[src/rtl/sd_host_pkg.sv]
// Shared SD host definitions: error codes, data-phase sequencer states and
// byte-mode defaults used across the SD-domain blocks.
package sd_host_pkg;

  localparam logic [7:0] SD_ERR_NONE  = 8'h00;
  localparam logic [7:0] SD_ERR_SIZE  = 8'h01;
  localparam logic [7:0] SD_ERR_BSIZE = 8'h02;
  localparam logic [7:0] SD_ERR_CRC   = 8'h04;
  localparam logic [7:0] SD_ERR_ABORT = 8'h08;

  typedef enum logic [2:0] {
    ST_IDLE   = 3'd0,
    ST_LOAD   = 3'd1,
    ST_ACTIVE = 3'd2,
    ST_CHECK  = 3'd3,
    ST_SLEEP  = 3'd4,
    ST_DONE   = 3'd5
  } seq_state_t;

  // A byte-mode request of size 0 means a full 512-byte block.
  localparam int SD_BYTE_MODE_DEFAULT = 512;

endpackage

[src/rtl/sd_block_sequencer_if.sv]
// Sequencer-to-PHY data engine link: block activation level, byte count and
// direction out; block completion pulse and CRC status back.
interface sd_block_sequencer_if #(
  parameter int BYTE_CNT_WIDTH = 12
);
  logic                      o_phy_activate;
  logic [BYTE_CNT_WIDTH-1:0] o_phy_byte_count;
  logic                      o_phy_write_flag;
  logic                      i_phy_finished;
  logic                      i_phy_crc_err;

  modport master (
    output o_phy_activate,
    output o_phy_byte_count,
    output o_phy_write_flag,
    input  i_phy_finished,
    input  i_phy_crc_err
  );

  modport slave (
    input  o_phy_activate,
    input  o_phy_byte_count,
    input  o_phy_write_flag,
    output i_phy_finished,
    output i_phy_crc_err
  );
endinterface

[src/rtl/sd_sleep_timer.sv]
// Loadable down-counter with a zero flag; paces inter-block gaps and is also
// used as the command timeout counter.
module sd_sleep_timer #(
  parameter int WIDTH = 32
) (
  input  logic             clk,
  input  logic             rst_n,
  input  logic             load,
  input  logic [WIDTH-1:0] load_value,
  input  logic             count_en,
  output logic             done
);

  logic [WIDTH-1:0] count_reg;

  always_ff @(posedge clk or negedge rst_n) begin
    if (!rst_n) begin
      count_reg <= '0;
    end else if (load) begin
      count_reg <= load_value;
    end else if (count_en && (count_reg != '0)) begin
      count_reg <= count_reg - WIDTH'(1);
    end
  end

  assign done = (count_reg == '0);

endmodule

[src/rtl/sd_block_sequencer.sv]
// SD data-phase sequencer: splits one byte/block-mode request into PHY block
// transfers with per-function block size, inter-block sleep, CRC retry and abort.
module sd_block_sequencer
  import sd_host_pkg::*;
#(
  parameter int NUM_FUNCS      = 8,
  parameter int SIZE_WIDTH     = 24,
  parameter int BYTE_CNT_WIDTH = 12,
  parameter int SLEEP_WIDTH    = 32,
  parameter int MAX_RETRY      = 2,
  localparam int FUNC_W        = (NUM_FUNCS > 1) ? $clog2(NUM_FUNCS) : 1
) (
  input  logic                            clk,
  input  logic                            rst_n,
  input  logic                            i_start,
  input  logic                            i_write_flag,
  input  logic                            i_block_mode,
  input  logic                            i_mem_sel,
  input  logic [FUNC_W-1:0]               i_func_addr,
  input  logic [SIZE_WIDTH-1:0]           i_data_size,
  input  logic [NUM_FUNCS*SIZE_WIDTH-1:0] i_block_sizes,
  input  logic [SIZE_WIDTH-1:0]           i_mem_block_size,
  input  logic [SLEEP_WIDTH-1:0]          i_sleep_count,
  input  logic                            i_abort,
  output logic                            o_busy,
  output logic                            o_finished,
  output logic                            o_error_flag,
  output logic [7:0]                      o_error,
  output logic [SIZE_WIDTH-1:0]           o_blocks_done,
  sd_block_sequencer_if.master            phy
);

  localparam int RETRY_W = (MAX_RETRY > 0) ? $clog2(MAX_RETRY + 1) : 1;

  seq_state_t                state_reg, state_next;
  logic                      write_flag_reg, block_mode_reg, mem_sel_reg;
  logic [FUNC_W-1:0]         func_addr_reg;
  logic [SIZE_WIDTH-1:0]     data_size_reg, total_blocks_reg, blocks_done_reg;
  logic [SLEEP_WIDTH-1:0]    sleep_count_reg;
  logic [BYTE_CNT_WIDTH-1:0] byte_count_reg;
  logic [RETRY_W-1:0]        retry_reg;
  logic                      crc_err_reg;
  logic [7:0]                error_reg;
  logic                      error_flag_reg;

  logic [SIZE_WIDTH-1:0]     size_table [NUM_FUNCS];
  logic [SIZE_WIDTH-1:0]     block_size;
  logic [BYTE_CNT_WIDTH-1:0] byte_mode_count;
  logic                      block_size_bad, byte_size_bad, last_block, retry_left, reissue_sleep;
  logic                      timer_load, timer_en, timer_done;
  logic [SLEEP_WIDTH-1:0]    timer_value;

  genvar gi;
  generate
    for (gi = 0; gi < NUM_FUNCS; gi++) begin : g_table
      assign size_table[gi] = i_block_sizes[gi*SIZE_WIDTH +: SIZE_WIDTH];
    end
  endgenerate

  // Any bit above the PHY byte-count field means the size cannot be expressed.
  assign block_size      = mem_sel_reg ? i_mem_block_size : size_table[func_addr_reg];
  assign block_size_bad  = (block_size == '0) || (|block_size[SIZE_WIDTH-1:BYTE_CNT_WIDTH]);
  assign byte_size_bad   = data_size_reg > SIZE_WIDTH'(SD_BYTE_MODE_DEFAULT);
  assign byte_mode_count = (data_size_reg == '0) ? BYTE_CNT_WIDTH'(SD_BYTE_MODE_DEFAULT)
                                                 : data_size_reg[BYTE_CNT_WIDTH-1:0];
  assign last_block      = (blocks_done_reg + SIZE_WIDTH'(1)) == total_blocks_reg;
  assign retry_left      = retry_reg < RETRY_W'(MAX_RETRY);
  // CHECK itself is one idle cycle, so SLEEP only covers the remainder.
  assign reissue_sleep   = sleep_count_reg > SLEEP_WIDTH'(1);
  assign timer_value     = sleep_count_reg - SLEEP_WIDTH'(2);

  sd_sleep_timer #(.WIDTH(SLEEP_WIDTH)) u_sleep_timer (
    .clk        (clk),
    .rst_n      (rst_n),
    .load       (timer_load),
    .load_value (timer_value),
    .count_en   (timer_en),
    .done       (timer_done)
  );

  always_comb begin
    state_next = state_reg;
    timer_load = 1'b0;
    timer_en   = 1'b0;
    case (state_reg)
      ST_IDLE: begin
        if (i_start) state_next = ST_LOAD;
      end
      ST_LOAD: begin
        if (i_abort)
          state_next = ST_DONE;
        else if (block_mode_reg)
          state_next = ((data_size_reg == '0) || block_size_bad) ? ST_DONE : ST_ACTIVE;
        else
          state_next = byte_size_bad ? ST_DONE : ST_ACTIVE;
      end
      ST_ACTIVE: begin
        if (i_abort)                  state_next = ST_DONE;
        else if (phy.i_phy_finished)  state_next = ST_CHECK;
      end
      ST_CHECK: begin
        if (i_abort) begin
          state_next = ST_DONE;
        end else if (!crc_err_reg ? last_block : !retry_left) begin
          state_next = ST_DONE;
        end else if (reissue_sleep) begin
          state_next = ST_SLEEP;
          timer_load = 1'b1;
        end else begin
          state_next = ST_ACTIVE;
        end
      end
      ST_SLEEP: begin
        if (i_abort)         state_next = ST_DONE;
        else if (timer_done) state_next = ST_ACTIVE;
        else                 timer_en   = 1'b1;
      end
      ST_DONE:  state_next = ST_IDLE;
      default:  state_next = ST_IDLE;
    endcase
  end

  always_ff @(posedge clk or negedge rst_n) begin
    if (!rst_n) begin
      state_reg        <= ST_IDLE;
      write_flag_reg   <= 1'b0;
      block_mode_reg   <= 1'b0;
      mem_sel_reg      <= 1'b0;
      func_addr_reg    <= '0;
      data_size_reg    <= '0;
      sleep_count_reg  <= '0;
      total_blocks_reg <= '0;
      blocks_done_reg  <= '0;
      byte_count_reg   <= '0;
      retry_reg        <= '0;
      crc_err_reg      <= 1'b0;
      error_reg        <= SD_ERR_NONE;
      error_flag_reg   <= 1'b0;
    end else begin
      state_reg <= state_next;
      case (state_reg)
        ST_IDLE: begin
          if (i_start) begin
            write_flag_reg  <= i_write_flag;
            block_mode_reg  <= i_block_mode;
            mem_sel_reg     <= i_mem_sel;
            func_addr_reg   <= i_func_addr;
            data_size_reg   <= i_data_size;
            sleep_count_reg <= i_sleep_count;
            blocks_done_reg <= '0;
            retry_reg       <= '0;
            error_reg       <= SD_ERR_NONE;
            error_flag_reg  <= 1'b0;
          end
        end
        ST_LOAD: begin
          if (block_mode_reg) begin
            total_blocks_reg <= data_size_reg;
            byte_count_reg   <= block_size[BYTE_CNT_WIDTH-1:0];
          end else begin
            total_blocks_reg <= SIZE_WIDTH'(1);
            byte_count_reg   <= byte_mode_count;
          end
          if (i_abort) begin
            error_reg      <= SD_ERR_ABORT;
            error_flag_reg <= 1'b1;
          end else if (block_mode_reg && (data_size_reg != '0) && block_size_bad) begin
            error_reg      <= SD_ERR_BSIZE;
            error_flag_reg <= 1'b1;
          end else if (!block_mode_reg && byte_size_bad) begin
            error_reg      <= SD_ERR_SIZE;
            error_flag_reg <= 1'b1;
          end
        end
        ST_ACTIVE: begin
          if (i_abort) begin
            error_reg      <= SD_ERR_ABORT;
            error_flag_reg <= 1'b1;
          end else if (phy.i_phy_finished) begin
            crc_err_reg <= phy.i_phy_crc_err;
          end
        end
        ST_CHECK: begin
          if (i_abort) begin
            error_reg      <= SD_ERR_ABORT;
            error_flag_reg <= 1'b1;
          end else if (!crc_err_reg) begin
            blocks_done_reg <= blocks_done_reg + SIZE_WIDTH'(1);
            retry_reg       <= '0;
          end else if (retry_left) begin
            retry_reg <= retry_reg + RETRY_W'(1);
          end else begin
            error_reg      <= SD_ERR_CRC;
            error_flag_reg <= 1'b1;
          end
        end
        ST_SLEEP: begin
          if (i_abort) begin
            error_reg      <= SD_ERR_ABORT;
            error_flag_reg <= 1'b1;
          end
        end
        default: ;
      endcase
    end
  end

  assign o_busy               = (state_reg != ST_IDLE);
  assign o_finished           = (state_reg == ST_DONE);
  assign o_error              = error_reg;
  assign o_error_flag         = error_flag_reg;
  assign o_blocks_done        = blocks_done_reg;
  assign phy.o_phy_activate   = (state_reg == ST_ACTIVE);
  assign phy.o_phy_byte_count = byte_count_reg;
  assign phy.o_phy_write_flag = write_flag_reg;

endmodule

[src/flat_wrapper.sv]
// flat-port wrapper written by rule: the top's interface ports become plain ports
module sd_block_sequencer_flat import sd_host_pkg::*;
#(
  parameter int NUM_FUNCS      = 8,
  parameter int SIZE_WIDTH     = 24,
  parameter int BYTE_CNT_WIDTH = 12,
  parameter int SLEEP_WIDTH    = 32,
  parameter int MAX_RETRY      = 2,
  localparam int FUNC_W        = (NUM_FUNCS > 1) ? $clog2(NUM_FUNCS) : 1
)
  (clk, rst_n, i_start, i_write_flag, i_block_mode, i_mem_sel, i_func_addr, i_data_size, i_block_sizes, i_mem_block_size, i_sleep_count, i_abort, o_busy, o_finished, o_error_flag, o_error, o_blocks_done, phy_o_phy_activate, phy_o_phy_byte_count, phy_o_phy_write_flag, phy_i_phy_finished, phy_i_phy_crc_err);
  sd_block_sequencer_if #(.BYTE_CNT_WIDTH(BYTE_CNT_WIDTH)) phy_i ();
  input  logic clk;
  input  logic rst_n;
  input  logic i_start;
  input  logic i_write_flag;
  input  logic i_block_mode;
  input  logic i_mem_sel;
  input  logic [FUNC_W-1:0] i_func_addr;
  input  logic [SIZE_WIDTH-1:0] i_data_size;
  input  logic [NUM_FUNCS*SIZE_WIDTH-1:0] i_block_sizes;
  input  logic [SIZE_WIDTH-1:0] i_mem_block_size;
  input  logic [SLEEP_WIDTH-1:0] i_sleep_count;
  input  logic i_abort;
  output logic o_busy;
  output logic o_finished;
  output logic o_error_flag;
  output logic [7:0] o_error;
  output logic [SIZE_WIDTH-1:0] o_blocks_done;
  output wire logic [$bits(phy_i.o_phy_activate)-1:0] phy_o_phy_activate;
  output wire logic [$bits(phy_i.o_phy_byte_count)-1:0] phy_o_phy_byte_count;
  output wire logic [$bits(phy_i.o_phy_write_flag)-1:0] phy_o_phy_write_flag;
  input wire logic [$bits(phy_i.i_phy_finished)-1:0] phy_i_phy_finished;
  input wire logic [$bits(phy_i.i_phy_crc_err)-1:0] phy_i_phy_crc_err;
  assign phy_o_phy_activate = phy_i.o_phy_activate;
  assign phy_o_phy_byte_count = phy_i.o_phy_byte_count;
  assign phy_o_phy_write_flag = phy_i.o_phy_write_flag;
  assign phy_i.i_phy_finished = phy_i_phy_finished;
  assign phy_i.i_phy_crc_err = phy_i_phy_crc_err;
  sd_block_sequencer #(.NUM_FUNCS(NUM_FUNCS), .SIZE_WIDTH(SIZE_WIDTH), .BYTE_CNT_WIDTH(BYTE_CNT_WIDTH), .SLEEP_WIDTH(SLEEP_WIDTH), .MAX_RETRY(MAX_RETRY)) u_core (.clk(clk), .rst_n(rst_n), .i_start(i_start), .i_write_flag(i_write_flag), .i_block_mode(i_block_mode), .i_mem_sel(i_mem_sel), .i_func_addr(i_func_addr), .i_data_size(i_data_size), .i_block_sizes(i_block_sizes), .i_mem_block_size(i_mem_block_size), .i_sleep_count(i_sleep_count), .i_abort(i_abort), .o_busy(o_busy), .o_finished(o_finished), .o_error_flag(o_error_flag), .o_error(o_error), .o_blocks_done(o_blocks_done), .phy(phy_i));
endmodule
[config.mk]
export PLATFORM = sky130hd
export DESIGN_NAME = sd_block_sequencer_flat
export DESIGN_NICKNAME = d
export VERILOG_FILES = /design/src/rtl/sd_host_pkg.sv /design/src/rtl/sd_block_sequencer_if.sv /design/src/rtl/sd_sleep_timer.sv /design/src/rtl/sd_block_sequencer.sv /design/src/flat_wrapper.sv
export SDC_FILE = /design/constraint.sdc
export NUM_CORES = 1
export LEC_CHECK = 0
export ABC_CLOCK_PERIOD_IN_PS = 4400
export BUFFER_PORTS_ARGS = -buffer_cell sky130_fd_sc_hd__buf_2
export CAP_MARGIN = 25
export CORE_AREA = 2 2 144 146
export DETAILED_ROUTE_END_ITERATION = 10
export DIE_AREA = 0 0 146 148
export PLACE_DENSITY_LB_ADDON = 0.2
export SYNTH_ARGS = -nofsm -noshare
export SYNTH_HDL_FRONTEND = slang
export SYNTH_SLANG_ARGS = --single-unit
[constraint.sdc]
create_clock -name clk -period 4.4 [get_ports clk]
set_input_delay 0.88 -clock clk [delete_from_list [all_inputs] [get_ports clk]]
set_output_delay 0.88 -clock clk [all_outputs]
set_load 0.02 [all_outputs]
==> results by group, run 1 <==
Worst setup path
  • Maximum fanout along the worst path: 16
  • Startpoint type of the worst setup path: flip-flop
  • Crit Path Category: flip-flop to flip-flop
  • Endpoint kind of the worst setup timing path: flip-flop
  • Required @ worst endpoint: between 4000 and 5000 ps
  • Critical Path AT: 4190 ps
  • Worst R2R Setup Slack: between 500 and 600 ps

Power
  • Total power per unit cell area: between 600 and 700 nW/um2
  • Peak supply drop: around 0.30 mV
  • Standby leakage power: approximately 5.6 nW

Final layout
  • Fraction of final layout cells with drive strength greater than 1: about a third
  • Post-Route Utilization: 63.3%
  • Finished Layout Cells: between 1500 and 2000
  • Number of fillers in the final layout: ~1800
  • Area used by multi-input combinational logic: 5730 um2
  • FF+latch area: 4130 um2
  • Commonest cells after routing, fill and taps aside: sky130_fd_sc_hd__buf_2 (327), sky130_fd_sc_hd__dfrtp_1 (165), sky130_fd_sc_hd__nand2_1 (118)
  • Summed area of non-filler cells in the final layout: roughly 13000 um2
  • Most common library cell in the layout ignoring fill and taps: sky130_fd_sc_hd__buf_2
  • Count of nets after finishing: around 1700
  • Area grow syn2layout: 24.5%

Yosys
  • Async SR Flop Fraction: 100%
  • Primary flip-flop cell chosen by synthesis mapping: sky130_fd_sc_hd__dfrtp_1
  • Area of the mapped netlist: between 10000 and 15000 um2
  • EDFF count, synth: 0
  • Count of different cell masters after synthesis: just under 70
  • Number of instances in the synthesized netlist: 1080
  • Count of warnings emitted by yosys: 0
  • Synth Register Bits: 165
  • Mean Syn Cell Area: 9.44 um2
  • Sequential area share after synthesis: ~41%

CTS
  • CTS clock-pin slew for the worst setup and hold paths: ~70 ps
  • H-tree depth: 4
  • Latest clock arrival within the worst-skew pair: roughly 430 ps
  • CTS root buffer: sky130_fd_sc_hd__clkbuf_16
  • Largest buffer count on any clock path: 2
  • Number of buffers added by the clock tree synthesis step: 17
  • TritonCTS clock tree: built
  • Count of clock tree sinks: ~170
  • Resized Gates After CTS: 0
  • Post-CTS Hold Fix Bufs: 0
  • Setup repair bufs after CTS: 0

Die
  • Die area: 21600 um2
  • Cell row count: 52
  • Initial core utilization: about half
  • Area of the core: about 20000 um2
  • Die Span X: roughly 150 um
  • Top-level port count: about 330
  • Die Span Y: about 150 um

Placed design
  • Half-perimeter wire length after placement: 24.7 mm
  • Post-placement worst setup slack: 627 ps
  • Count of input and output buffers: about 330
  • Cell Area, Placed: between 10000 and 15000 um2
  • Routability-driven placement congestion ratio: around 0.90
  • Number of placed cells counting well taps: approximately 1600

Run status
  • Status: complete, no violations

GRT
  • Largest net degree at the start of global routing: 94
  • First-pass GRT wire length: around 50 mm
  • Total overflow reported by the global router: 0
  • Via count of the first global-routing pass: around 9300
  • Total track usage: 29.7%
  • Number of antenna violations at the first check in global routing: 6

Timing
  • Slew at the pin with the worst max-slew slack: between 1000 and 1500 ps
  • Unrepaired setup endpoints after global routing: false
  • Max-slew headroom: approximately a third
  • Post-Route Setup TNS: 0 ps
  • Worst Setup Slack, final: 552 ps
  • Number of setup violations in the final report: 0
  • Final slew viol count: 0
  • Crit share post-route: 87.5%
  • Final worst path period need: just under 4000 ps
  • Clock Skew: 13.3 ps
  • Max Clk Rate: 260 MHz
  • Final Hold Fails: 0

Run
  • Number of maximum-capacitance violations: 0

Detailed routing
  • Vias per Instance: 5.73
  • Average detailed-routed wire length per instance: around 19 um
  • Final routed wirelength across all metal layers: between 30 and 40 mm
  • Antenna viol nets, final: 0
  • Starting DRT DRC Count: approximately 800
  • Number of vias in the routed layout: around 9600
  • Count of unresolved DRC violations after routing: 0
  • First-pass DRT Iterations: 5

Worst hold path
  • Class of the most critical hold timing path: input pin to async pin
-- through the flow --
stage	hold slack (ps)	power, mW
6_report	456	7.65
4_1_cts	483	7.66
3_3_place_gp	460	6.04
5_1_grt	502	8.16
2_1_floorplan	468	5.11
3_5_place_dp	468	6.13
-- power breakdown --
part	switching (mW)	leakage [nW]	internal (mW)	total [mW]
Combinational	1.61	3.27	1.59	3.20
Sequential	0.813	2.08	2.14	2.95
Clock	0.648	0.294	0.853	1.50
-- routing by layer --
layer / global-route usage (%) / wire [um] / part of all wire, % / vias to the layer above
met4: 10.5 / 845 / 2.6 / 2
li1: - / - / - / 4541
met5: 0 / 10 / 0.031 / -
met1: 39.7 / 13500 / 42 / 4612
met2: 50.2 / 16000 / 50 / 367
met3: 3.80 / 1720 / 5.4 / 51
-- synth_stat cells (7+ instances only) --
cell type	instances	area, um2
sky130_fd_sc_hd__a21oi_1	37	185
sky130_fd_sc_hd__a22o_1	7	61.3
sky130_fd_sc_hd__and2_1	7	43.8
sky130_fd_sc_hd__buf_1	7	26.3
sky130_fd_sc_hd__buf_2	7	35.0
sky130_fd_sc_hd__clkbuf_1	43	161
sky130_fd_sc_hd__dfrtp_1	165	4130
sky130_fd_sc_hd__inv_1	17	63.8
sky130_fd_sc_hd__mux2_2	70	788
sky130_fd_sc_hd__mux2i_1	39	390
sky130_fd_sc_hd__mux4_2	18	405
sky130_fd_sc_hd__nand2_1	118	443
sky130_fd_sc_hd__nand2b_1	16	100
sky130_fd_sc_hd__nand3_1	28	140
sky130_fd_sc_hd__nand4_1	26	163
sky130_fd_sc_hd__nor2_1	78	293
sky130_fd_sc_hd__nor3_1	32	160
sky130_fd_sc_hd__nor3b_1	7	52.6
sky130_fd_sc_hd__nor4_1	42	263
sky130_fd_sc_hd__o21ai_0	93	465
sky130_fd_sc_hd__o31ai_1	14	105
sky130_fd_sc_hd__or3_1	15	93.8
sky130_fd_sc_hd__or4_1	8	60.1
sky130_fd_sc_hd__xnor2_1	67	587
sky130_fd_sc_hd__xor2_1	18	158
-- layout make-up --
type	instances	share of cell area (%)
tap	270	2.66
timing repair buffer	344	14.3
sequential	165	32.5
antenna	5	0.0986
multi-input combinational	836	45.2
inverter	18	0.532
clock buffer	21	3.79
clock inverter	11	0.927
-- critical path, cell delays in order (launching register included) --
cell                      delay, ps
sky130_fd_sc_hd__dfrtp_1        540
sky130_fd_sc_hd__nand4_2        240
sky130_fd_sc_hd__or4_1          610
sky130_fd_sc_hd__nor4_1         510
sky130_fd_sc_hd__mux2i_1        250
sky130_fd_sc_hd__nand4_1        150
sky130_fd_sc_hd__or4_1          610
sky130_fd_sc_hd__buf_4          240
sky130_fd_sc_hd__nand2_1         80
sky130_fd_sc_hd__buf_4          240
sky130_fd_sc_hd__mux2i_1        270
-- path summary, 6_finish.rpt --
kind                                                start                                  to  depth (start not counted)
setup / recovery                  u_core.o_blocks_done[4]  u_core.u_sleep_timer.count_reg[23]                         10
hold / removal                                      rst_n            u_core.o_blocks_done[12]                          1
setup reg to reg                  u_core.o_blocks_done[4]  u_core.u_sleep_timer.count_reg[23]                         10
hold reg to reg            u_core.phy.o_phy_byte_count[5]      u_core.phy.o_phy_byte_count[5]                          2
max in group asynchronous                           rst_n             u_core.data_size_reg[2]                          2
min in group clk           u_core.phy.o_phy_byte_count[5]      u_core.phy.o_phy_byte_count[5]                          2
-- cells by family after synthesis --
family / count (synthesis) / synth area share (%)
fa+ha+maj: 3 / 0.368
xor+xnor: 85 / 7.30
flops: 165 / 40.5
mux: 130 / 15.9
compound gates: 203 / 12.1
other cells: 1 / 0.0368
buf+inv: 82 / 3.44
simple gates: 411 / 20.3
Note: power is estimated with default switching activity, not from simulation.
==> run 2: changes to the inputs <==
Settings changed: CELL_PAD_IN_SITES_DETAIL_PLACEMENT from default to 1, CELL_PAD_IN_SITES_GLOBAL_PLACEMENT from default to 2, CORE_AREA 2 2 144 146 to 2 2 188 190, DIE_AREA 0 0 146 148 to 0 0 190 192.
==> results by group, run 2 (same netlist as run 1, synthesis figures left out) <==
Detailed routing
  • Vias per Instance: 5.09 (was 5.73)
  • Number of vias in the routed layout: 9462 (was 9573)
  • Starting DRT DRC Count: 437 (was 795)
  • First-pass DRT Iterations: 5 (unchanged)
  • Final routed wirelength across all metal layers: 38.0 mm (was 32.0 mm)
  • Antenna viol nets, final: 0 (unchanged)
  • Count of unresolved DRC violations after routing: 0 (unchanged)
  • Average detailed-routed wire length per instance: 20.4 um (was 19.2 um)

Power
  • Total power per unit cell area: 606 nW/um2 (was 603 nW/um2)
  • Combinational power share: 42.1% (was 41.8%)
  • Peak supply drop: 0.309 mV (was 0.295 mV)
  • Portion of total power attributed to the clock network: 20.8% (was 19.6%)
  • Internal power: 4.69 mW (was 4.58 mW)
  • Switching Power: 3.19 mW (was 3.07 mW)
  • Sequential cell fraction of total power: 37.1% (was 38.6%)
  • Standby leakage power: 5.70 nW (was 5.64 nW)
  • Proportion of total power due to net switching: 40.5% (was 40.2%)

Final layout
  • Commonest cells after routing, fill and taps aside: sky130_fd_sc_hd__buf_2 (327), sky130_fd_sc_hd__dfrtp_1 (165), sky130_fd_sc_hd__nand2_1 (118) (unchanged)
  • Area grow syn2layout: 27.6% (was 24.5%)
  • Fraction of final layout cells with drive strength greater than 1: 34.7% (was 34.3%)
  • Number of fillers in the final layout: 4036 (was 1772)
  • Summed area of non-filler cells in the final layout: 13000 um2 (was 12700 um2)
  • Most common library cell in the layout ignoring fill and taps: sky130_fd_sc_hd__buf_2 (unchanged)
  • FF+latch area: 4130 um2 (unchanged)
  • Finished Layout Cells: 1859 (was 1670)
  • Count of nets after finishing: 1676 (was 1669)
  • Area used by multi-input combinational logic: 5730 um2 (unchanged)

Timing
  • Post-Route Setup TNS: 0 ps (unchanged)
  • Clock Skew: 14.5 ps (was 13.3 ps)
  • Final slew viol count: 0 (unchanged)
  • Slew at the pin with the worst max-slew slack: 1100 ps (was 1010 ps)
  • Final worst path period need: 3820 ps (was 3850 ps)
  • Worst Setup Slack, final: 579 ps (was 552 ps)
  • Unrepaired setup endpoints after global routing: false (unchanged)
  • Max Clk Rate: 262 MHz (was 260 MHz)
  • Number of setup violations in the final report: 0 (unchanged)
  • Crit share post-route: 86.8% (was 87.5%)
  • Max-slew headroom: 25.8% (was 32.9%)
  • Final Hold Fails: 0 (unchanged)

Worst setup path
  • Critical path's largest stage delay: 640 ps (was 610 ps)
  • Required @ worst endpoint: 4720 ps (was 4740 ps)
  • Maximum fanout along the worst path: 19 (was 16)
  • Cells traversed along the worst timing path: ha_1 > and3_1 > and4_1 > mux2_1 > a311o_1 > a221o_1 > or4_1 > and2_4 > o311a_1 (was nand4_2 > or4_1 > nor4_1 > mux2i_1 > nand4_1 > or4_1 > buf_4 > nand2_1 > buf_4 > mux2i_1)
  • Setup crit start: u_core.o_blocks_done[0] (was u_core.o_blocks_done[4])
  • Slowest cell on the critical path: sky130_fd_sc_hd__or4_1 (unchanged)
  • Critical Path AT: 4140 ps (was 4190 ps)
  • R2R Path Start: u_core.o_blocks_done[0] (was u_core.o_blocks_done[4])
  • Worst R2R Setup Slack: 580 ps (was 550 ps)
  • Startpoint type of the worst setup path: flip-flop (unchanged)
  • Endpoint kind of the worst setup timing path: flip-flop (unchanged)
  • Crit Path Category: flip-flop to flip-flop (unchanged)

Placed design
  • Half-perimeter wire length after placement: 30.2 mm (was 24.7 mm)
  • Count of input and output buffers: 328 (unchanged)
  • Routability-driven placement congestion ratio: 0.831 (was 0.901)
  • Number of placed cells counting well taps: 1822 (was 1631)
  • Cell Area, Placed: 12300 um2 (was 12000 um2)
  • Post-placement worst setup slack: 570 ps (was 627 ps)

CTS
  • Resized Gates After CTS: 0 (unchanged)
  • Post-CTS Hold Fix Bufs: 0 (unchanged)
  • TritonCTS clock tree: built (unchanged)
  • Number of buffers added by the clock tree synthesis step: 17 (unchanged)
  • CTS clock-pin slew for the worst setup and hold paths: 80 ps (was 70 ps)
  • Setup repair bufs after CTS: 0 (unchanged)
  • Count of clock tree sinks: 165 (unchanged)
  • Latest clock arrival within the worst-skew pair: 450 ps (was 430 ps)
  • H-tree depth: 4 (unchanged)
  • Largest buffer count on any clock path: 2 (unchanged)
  • CTS root buffer: sky130_fd_sc_hd__clkbuf_16 (unchanged)

Die
  • Top-level port count: 333 (unchanged)
  • Cell row count: 68 (was 52)
  • Initial core utilization: 29.7% (was 50.9%)
  • Die Span X: 190 um (was 146 um)
  • Die area: 36500 um2 (was 21600 um2)
  • Area of the core: 34300 um2 (was 20000 um2)
  • Die Span Y: 192 um (was 148 um)

Worst hold path
  • Class of the most critical hold timing path: input pin to async pin (unchanged)

GRT
  • Total track usage: 21.0% (was 29.7%)
  • Number of antenna violations at the first check in global routing: 8 (was 6)
  • Largest net degree at the start of global routing: 81 (was 94)
  • First-pass GRT wire length: 58.0 mm (was 50.2 mm)
  • Total overflow reported by the global router: 0 (unchanged)
  • Via count of the first global-routing pass: 9906 (was 9281)

Run
  • Number of maximum-capacitance violations: 0 (unchanged)

Run status
  • Status: complete, no violations (unchanged)
-- run 2: worst paths after layout --
path,to,cells after the start
setup / recovery,u_core.u_sleep_timer.count_reg[10],9
hold / removal,u_core.func_addr_reg[1],1
setup reg to reg,u_core.u_sleep_timer.count_reg[10],9
hold reg to reg,u_core.phy.o_phy_byte_count[6],2
max in group asynchronous,u_core.sleep_count_reg[13],2
min in group clk,u_core.phy.o_phy_byte_count[6],2
-- run 2: critical path, delay by kind of cell (launching register included) --
| kind | cells | cell delay [ps] |
|---|---|---|
| flops | 1 | 470 |
| compound gates | 3 | 910 |
| simple gates | 4 | 1660 |
| fa+ha+maj | 1 | 300 |
| mux | 1 | 350 |
-- run 2: cell type report --
cell class                 count  area share [%]
clock buffer                  18            3.38
clock inverter                14            1.45
antenna                        2          0.0385
tap                          455            4.38
multi-input combinational    836            44.0
timing repair buffer         351            14.5
inverter                      18           0.519
sequential                   165            31.7
-- run 2: per-stage QoR --
stage                     power, mW  utilization, %  hold slack (ps)
after detailed placement       6.27            35.9              464
after global placement         6.19            35.9              458
after CTS                      7.96            37.7              482
final                          7.89            37.9              467
after global routing           8.49            37.9              498
after floorplan                5.11               -              468
-- run 2: metal layers --
layer  vias up  GRT usage, %  part of all wire (%)
li1       4557             -                     -
met1      4622          25.2                    42
met2       245          38.5                    53
met3        38          3.47                   3.8
met4         0          5.72                   1.8
met5         -             0                     0
-- run 2: power groups by stage --
stage / Combinational [mW] / Clock (mW) / Sequential (mW)
after floorplan: 2.42 / 0 / 2.70
after global placement: 3.22 / 0 / 2.97
after detailed placement: 3.27 / 0 / 2.99
after CTS: 3.29 / 1.69 / 2.97
after global routing: 3.71 / 1.74 / 3.05
final: 3.32 / 1.64 / 2.93
